### src/rtl/aes_cmd_ctrl.sv
// Command front-end for aes_state: accepts key-load/encrypt/decrypt requests, sequences one
// enable pulse per command, and returns a buffered result/status with a WAIT watchdog.
module aes_cmd_ctrl #(
  parameter int unsigned NK      = 8,
  parameter int unsigned NB      = 4,
  parameter int unsigned KEY_W   = 32 * NK,
  parameter int unsigned DATA_W  = 32 * NB,
  parameter int unsigned TIMEOUT = 1023,
  parameter int unsigned CNT_W   = 10
) (
  input  logic              clk,
  input  logic              rst,
  // request port
  input  logic              req_valid,
  output logic              req_ready,
  input  logic [1:0]        req_op,
  input  logic [KEY_W-1:0]  req_key,
  input  logic [DATA_W-1:0] req_data,
  // response port
  output logic              rsp_valid,
  input  logic              rsp_ready,
  output logic [DATA_W-1:0] rsp_data,
  output logic [1:0]        rsp_err,
  output logic              key_loaded,
  // aes_state interface (aes_in / aes_out fields)
  output logic              aes_in_enable,
  output logic [1:0]        aes_in_func,
  output logic [KEY_W-1:0]  aes_in_key,
  output logic [DATA_W-1:0] aes_in_data,
  input  logic [DATA_W-1:0] aes_out_result,
  input  logic              aes_out_ready
);

  localparam logic [1:0] OpIllegal  = 2'd0;
  localparam logic [1:0] OpKey      = 2'd1;
  localparam logic [1:0] ErrOk      = 2'd0;
  localparam logic [1:0] ErrNoKey   = 2'd1;
  localparam logic [1:0] ErrTimeout = 2'd2;
  localparam logic [1:0] ErrIllegal = 2'd3;

  localparam logic [CNT_W-1:0] WdogLast = CNT_W'(TIMEOUT - 1);

  typedef enum logic [1:0] {StIdle, StIssue, StWait, StResp} state_e;

  state_e              state_q, state_d;
  logic [1:0]          op_q, op_d;
  logic [KEY_W-1:0]    key_q, key_d;
  logic [DATA_W-1:0]   data_q, data_d;
  logic [DATA_W-1:0]   rsp_data_q, rsp_data_d;
  logic [1:0]          rsp_err_q, rsp_err_d;
  logic                key_loaded_q, key_loaded_d;
  logic [CNT_W-1:0]    wdog_q, wdog_d;

  always_comb begin
    state_d      = state_q;
    op_d         = op_q;
    key_d        = key_q;
    data_d       = data_q;
    rsp_data_d   = rsp_data_q;
    rsp_err_d    = rsp_err_q;
    key_loaded_d = key_loaded_q;
    wdog_d       = wdog_q;

    unique case (state_q)
      StIdle: begin
        if (req_valid) begin
          op_d   = req_op;
          key_d  = req_key;
          data_d = req_data;
          wdog_d = '0;
          if (req_op == OpIllegal) begin
            rsp_data_d = '0;
            rsp_err_d  = ErrIllegal;
            state_d    = StResp;
          end else if (req_op != OpKey && !key_loaded_q) begin
            // Cipher op without a key: answer directly, aes_state is never enabled.
            rsp_data_d = '0;
            rsp_err_d  = ErrNoKey;
            state_d    = StResp;
          end else begin
            state_d = StIssue;
          end
        end
      end
      StIssue: begin
        if (op_q == OpKey) key_loaded_d = 1'b0;
        state_d = StWait;
      end
      StWait: begin
        // Completion takes priority over the watchdog expiring in the same cycle.
        if (aes_out_ready) begin
          rsp_data_d = (op_q == OpKey) ? '0 : aes_out_result;
          rsp_err_d  = ErrOk;
          if (op_q == OpKey) key_loaded_d = 1'b1;
          state_d = StResp;
        end else if (wdog_q == WdogLast) begin
          rsp_data_d = '0;
          rsp_err_d  = ErrTimeout;
          wdog_d     = '0;
          state_d    = StResp;
        end else begin
          wdog_d = wdog_q + 1'b1;
        end
      end
      StResp: begin
        if (rsp_ready) state_d = StIdle;
      end
      default: state_d = StIdle;
    endcase
  end

  always_ff @(posedge clk or posedge rst) begin
    if (rst) begin
      state_q      <= StIdle;
      op_q         <= 2'd0;
      key_q        <= '0;
      data_q       <= '0;
      rsp_data_q   <= '0;
      rsp_err_q    <= 2'd0;
      key_loaded_q <= 1'b0;
      wdog_q       <= '0;
    end else begin
      state_q      <= state_d;
      op_q         <= op_d;
      key_q        <= key_d;
      data_q       <= data_d;
      rsp_data_q   <= rsp_data_d;
      rsp_err_q    <= rsp_err_d;
      key_loaded_q <= key_loaded_d;
      wdog_q       <= wdog_d;
    end
  end

  // req_ready is gated by rst so it drops in the same cycle reset is asserted.
  assign req_ready     = (state_q == StIdle) && !rst;
  assign rsp_valid     = (state_q == StResp);
  assign rsp_data      = rsp_data_q;
  assign rsp_err       = rsp_err_q;
  assign key_loaded    = key_loaded_q;
  assign aes_in_enable = (state_q == StIssue);
  assign aes_in_func   = op_q;
  assign aes_in_key    = key_q;
  assign aes_in_data   = data_q;

endmodule

### config.mk
export PLATFORM = sky130hd
export DESIGN_NAME = aes_cmd_ctrl
export DESIGN_NICKNAME = d
export VERILOG_FILES = /design/src/rtl/aes_cmd_ctrl.sv
export SDC_FILE = /design/constraint.sdc
export NUM_CORES = 1
export LEC_CHECK = 0
export ABC_AREA = 0
export CORE_AREA = 2 2 405 407
export CTS_CLUSTER_SIZE = 10
export DETAILED_ROUTE_END_ITERATION = 16
export DIE_AREA = 0 0 407 409
export GPL_ROUTABILITY_DRIVEN = 0
export PLACE_DENSITY = 0.34
export SLEW_MARGIN = 0
export SYNTH_ARGS = -nofsm -noshare
export SYNTH_HDL_FRONTEND = slang
export SYNTH_SLANG_ARGS = --single-unit
### constraint.sdc
create_clock -name clk -period 21.5 [get_ports clk]
set_input_delay 2.15 -clock clk [delete_from_list [all_inputs] [get_ports clk]]
set_output_delay 2.15 -clock clk [all_outputs]
set_load 0.03 [all_outputs]
# Yosys cells after proc, flatten, opt, wreduce, memory -nomap -nowiden
# Cells that the tools add are included.
[totals]
regBits = 529
input_bits = 519
output_inout_bits = 520
elab_cells = 64
[classes]
n_addsub = 1
n_eq_ne = 14
mux = 28
reduce_logical = 13
[ops]
columns = ["op", "count"]
rows = [
  ["$mux W128", 6],
  ["$pmux W128 S2", 1],
  ["$mux W10", 3],
  ["$mux W2", 11],
  ["$pmux W10 S2", 1],
  ["$add A10 B1 Y10 const B", 1],
  ["$eq A10 B10 Y1 const B", 1],
  ["$ne A2 B2 Y1 const B", 4],
  ["$pmux W2 S4", 1],
  ["$reduce_and A4 Y1", 2],
  ["$ne A2 B1 Y1 const B", 3],
  ["$ne A3 B3 Y1 const B", 2],
  ["$reduce_and A3 Y1", 2],
  ["$eq A2 B1 Y1 const B", 2],
  ["$eq A2 B2 Y1 const B", 2],
  ["$logic_not A2 Y1", 2],
  ["$pmux W2 S2", 1],
  ["$reduce_bool A2 Y1", 2],
  ["$mux W1", 3],
  ["$logic_and A1 B1 Y1", 2],
  ["$logic_not A1 Y1", 2],
  ["$pmux W1 S2", 1],
  ["$reduce_and A2 Y1", 1],
]

# Longest topological paths before layout
[logic_depth]
word_depth = 6
depth_mapped = 9
depth_no_buf = 6

# Worst setup path after synthesis
# OpenSTA, ideal clock, no wires.
[synth_path]
path_kind = "input -> output"
start = "in rst"
end = "out req_ready"
arrival_ns = 2.582
required_time_ns = 19.350
setup_slack_ns = 16.768
cell_stages = 1
n_path_buf = 0
path_cell_list = "nor2b_1"
[synth_between]
elab_chain_len = 2
[synth_lines]
columns = ["element", "line", "rtl"]
rows = [
  ["from (decl)", "12", "input logic rst,"],
  ["$logic_not A1 Y1", "135", "assign req_ready = (state_q == StIdle) && !rst;"],
  ["$logic_and A1 B1 Y1", "135", ""],
  ["to (decl)", "15", "output logic req_ready,"],
]
# Every way passes these cells.

# Final worst setup path
# Same ends and word-level chain as after synthesis.

==> results.py <==
metrics = {
    "flow_run": {
        "drv_cap": 0,
    },
    "timing": {
        "slew-limit-headroom": 0.2958,
        "finalSetupTns_ns": 0,
        "rsz0062_at_grt": "false",
        "clock_skew_ns": 0.03320,
        "fin_crit_sh": 0.2849,
        "fin_ws_ns": 15.37,
        "fmax_ghz": 0.1632,
        "setup_viol": 0,
        "finalHoldViolations": 0,
        "tightest_slew_ns": 1.056,
        "fin_crit_ns": 6.126,
        "maxSlewViolCount": 0,
        "whs_ns": 0.4982,
    },
    "min_path": {
        "hold_class": "reg2reg",
    },
    "logic_synthesis": {
        "syn-num-nets": 1728,
        "ys_types": 34,
        "synth-seq-cells": 529,
        "synth_warnings": 0,
        "synth.avg_cell_area_um2": 16.41,
        "syn-cell-area_um2": 19730,
        "synth_cells": 1202,
        "yosysSeqAreaShare": 0.6710,
    },
    "global_route": {
        "grt-ovfl-total": 0,
        "grt_pass1_wl_um": 128900,
        "grt_pass1_vias": 16153,
        "antenna_found_initial": 33,
        "grt_use_total": 0.1094,
        "grt_max_degree": 154,
    },
    "critical_path": {
        "required_ns": 19.35,
        "startpoint_type": "input pin",
        "cp.arrival_ns": 3.98,
        "worstSetupPathType": "in2out",
        "endpoint_kind": "output port",
        "crit_fanout": 2,
    },
    "clock_network": {
        "clk_path_buf_depth": 3,
        "path_clk_slew_ns": 0.05,
        "cts_hold_buffers": 0,
        "clock-sinks": 529,
        "htreeDepth": 3,
        "cts_buffers": 71,
        "cts_root_buffer": "clkbuf_16",
        "tritoncts": "yes",
        "postCtsSetupBuffers": 0,
        "worstSkewPairLatency_ns": 0.64,
        "cts_resized": 0,
    },
    "die": {
        "die-area_um2": 166500,
        "start_util": 0.1218,
        "die_h_um": 409,
        "die_w_um": 407,
        "rows": 148,
        "pin_count": 1039,
        "core_um2": 162000,
    },
    "layout": {
        "fin_cells": 4495,
        "mostFrequentLayoutCells": "clkdlybuf4s50_1, dfrtp_1, mux2_2",
        "final_area_um2": 34870,
        "fin_nets": 2781,
        "synthToLayoutAreaGrowth_pct": 76.78,
        "final_common_cell": "clkdlybuf4s50_1",
        "drive_above_1_share": 0.2239,
    },
    "route": {
        "drt_iter0_drc": 476,
        "vias": 14717,
        "wirelength_um": 94520,
        "route.met3.wl_um": 8521,
        "route.met2.wl_um": 51180,
        "wl_per_cell_um": 21.03,
        "drc": 0,
        "postRouteAntennaNets": 0,
        "met1_length_um": 32160,
        "via_per_inst": 3.274,
        "dr.pass1.iters": 4,
        "top_layer": "met4",
    },
    "power": {
        "pwr_density_cell_nw_per_um2": 172.0,
        "peakVddDrop_mv": 0.06146,
        "p_leak_nw": 13.85,
    },
    "placement": {
        "port_buffers": 1038,
        "hpwl_um": 74260,
        "place_inst": 4357,
        "postPlaceCellArea_um2": 32520,
        "dp_slack_ns": 15.07,
    },
    "status": {
        "status": "finished, final reports clean",
    },
}
flip-flops by register name, summed over array words and instances (netlist names):
name	flops
state_q	2
wdog_q	10
rsp_err	2
rsp_data	128
aes_in_func	2
key_loaded	1
aes_in_key	256
aes_in_data	128
report_power, final:
part | switching, W | leakage (nW) | internal (W) | total (W)
Combinational | 0.00170 | 6.19 | 0.00133 | 0.00304
Sequential | 0.000290 | 6.53 | 0.00149 | 0.00178
Clock | 0.000486 | 1.13 | 0.000702 | 0.00119
cells by family after synthesis:
family	Yosys count	synth area share
flops	529	0.6710
mux	391	0.2229
compound gates	145	0.06190
buf+inv	80	0.02486
simple gates	44	0.01218
fa+ha+maj	7	0.004439
xor+xnor	6	0.002664
Yosys cell counts:
cell / number / area [µm²]
a21o_1: 1 / 7.510
a21oi_1: 8 / 40.04
a21oi_2: 1 / 8.760
a22o_1: 128 / 1121
and2_1: 3 / 18.77
and2b_1: 1 / 7.510
and3_1: 1 / 6.260
and4_4: 1 / 11.26
buf_2: 44 / 220.2
buf_4: 12 / 90.09
buf_6: 12 / 135.1
clkbuf_1: 4 / 15.01
dfrtp_1: 529 / 13240
ha_1: 7 / 87.58
inv_1: 8 / 30.03
mux2_2: 387 / 4358
mux2i_1: 4 / 40.04
nand2_1: 11 / 41.29
nand2b_1: 1 / 6.260
nand3_1: 5 / 25.02
nand4_2: 1 / 12.51
nor2_1: 7 / 26.28
nor2b_1: 3 / 18.77
nor3_1: 4 / 20.02
nor4_1: 2 / 12.51
nor4b_1: 2 / 17.52
o211ai_1: 1 / 7.510
o21ai_0: 4 / 20.02
o22ai_1: 1 / 6.260
o32a_1: 1 / 10.01
or3_1: 1 / 6.260
or4b_2: 1 / 10.01
xnor2_1: 5 / 43.79
xor2_1: 1 / 8.760
cell type report:
type / instances / area, µm²
clock inverters: 15 / 170.2
flip-flops and latches: 529 / 13240
repair buffers: 1052 / 10510
well taps: 2175 / 2721
fillers: 17289 / 127200
clock buffers: 108 / 2148
inverters: 8 / 37.54
multi-input cells: 593 / 6015
diodes: 15 / 37.54
metrics by stage:
| step | utilization | total power, W |
|---|---|---|
| 6_report | 0.2152 | 0.005999 |
| 5_1_grt | 0.2151 | 0.006320 |
| 4_1_cts | 0.2150 | 0.006143 |
| 3_5_place_dp | 0.2007 | 0.004892 |
| 3_3_place_gp | 0.2007 | 0.004879 |
| 2_1_floorplan | - | 0.003414 |
path summary, 6_finish.rpt:
kind,start,end,slack (ns),cells past startpoint
min in group asynchronous,rst,aes_in_key[56],2.25,2
setup / recovery,rst,req_ready,15.37,3
setup reg to reg,state_q[1],aes_in_key[123],17.48,6
hold reg to reg,rsp_data[62],rsp_data[62],0.50,1
max in group asynchronous,rst,aes_in_data[114],16.11,5
hold / removal,rsp_data[62],rsp_data[62],0.50,1
critical path, cell delays in order:
cell and delay (ns):
clkdlybuf4s50_1 0.65, nor2b_1 0.40, clkdlybuf4s50_1 0.77
layer usage:
metal,up-vias,global-route usage
li1,6498,-
met1,7500,0.1084
met2,577,0.2069
met3,142,0.04460
met4,0,0.02931
met5,-,0
Power figures use the tool's default switching activity.
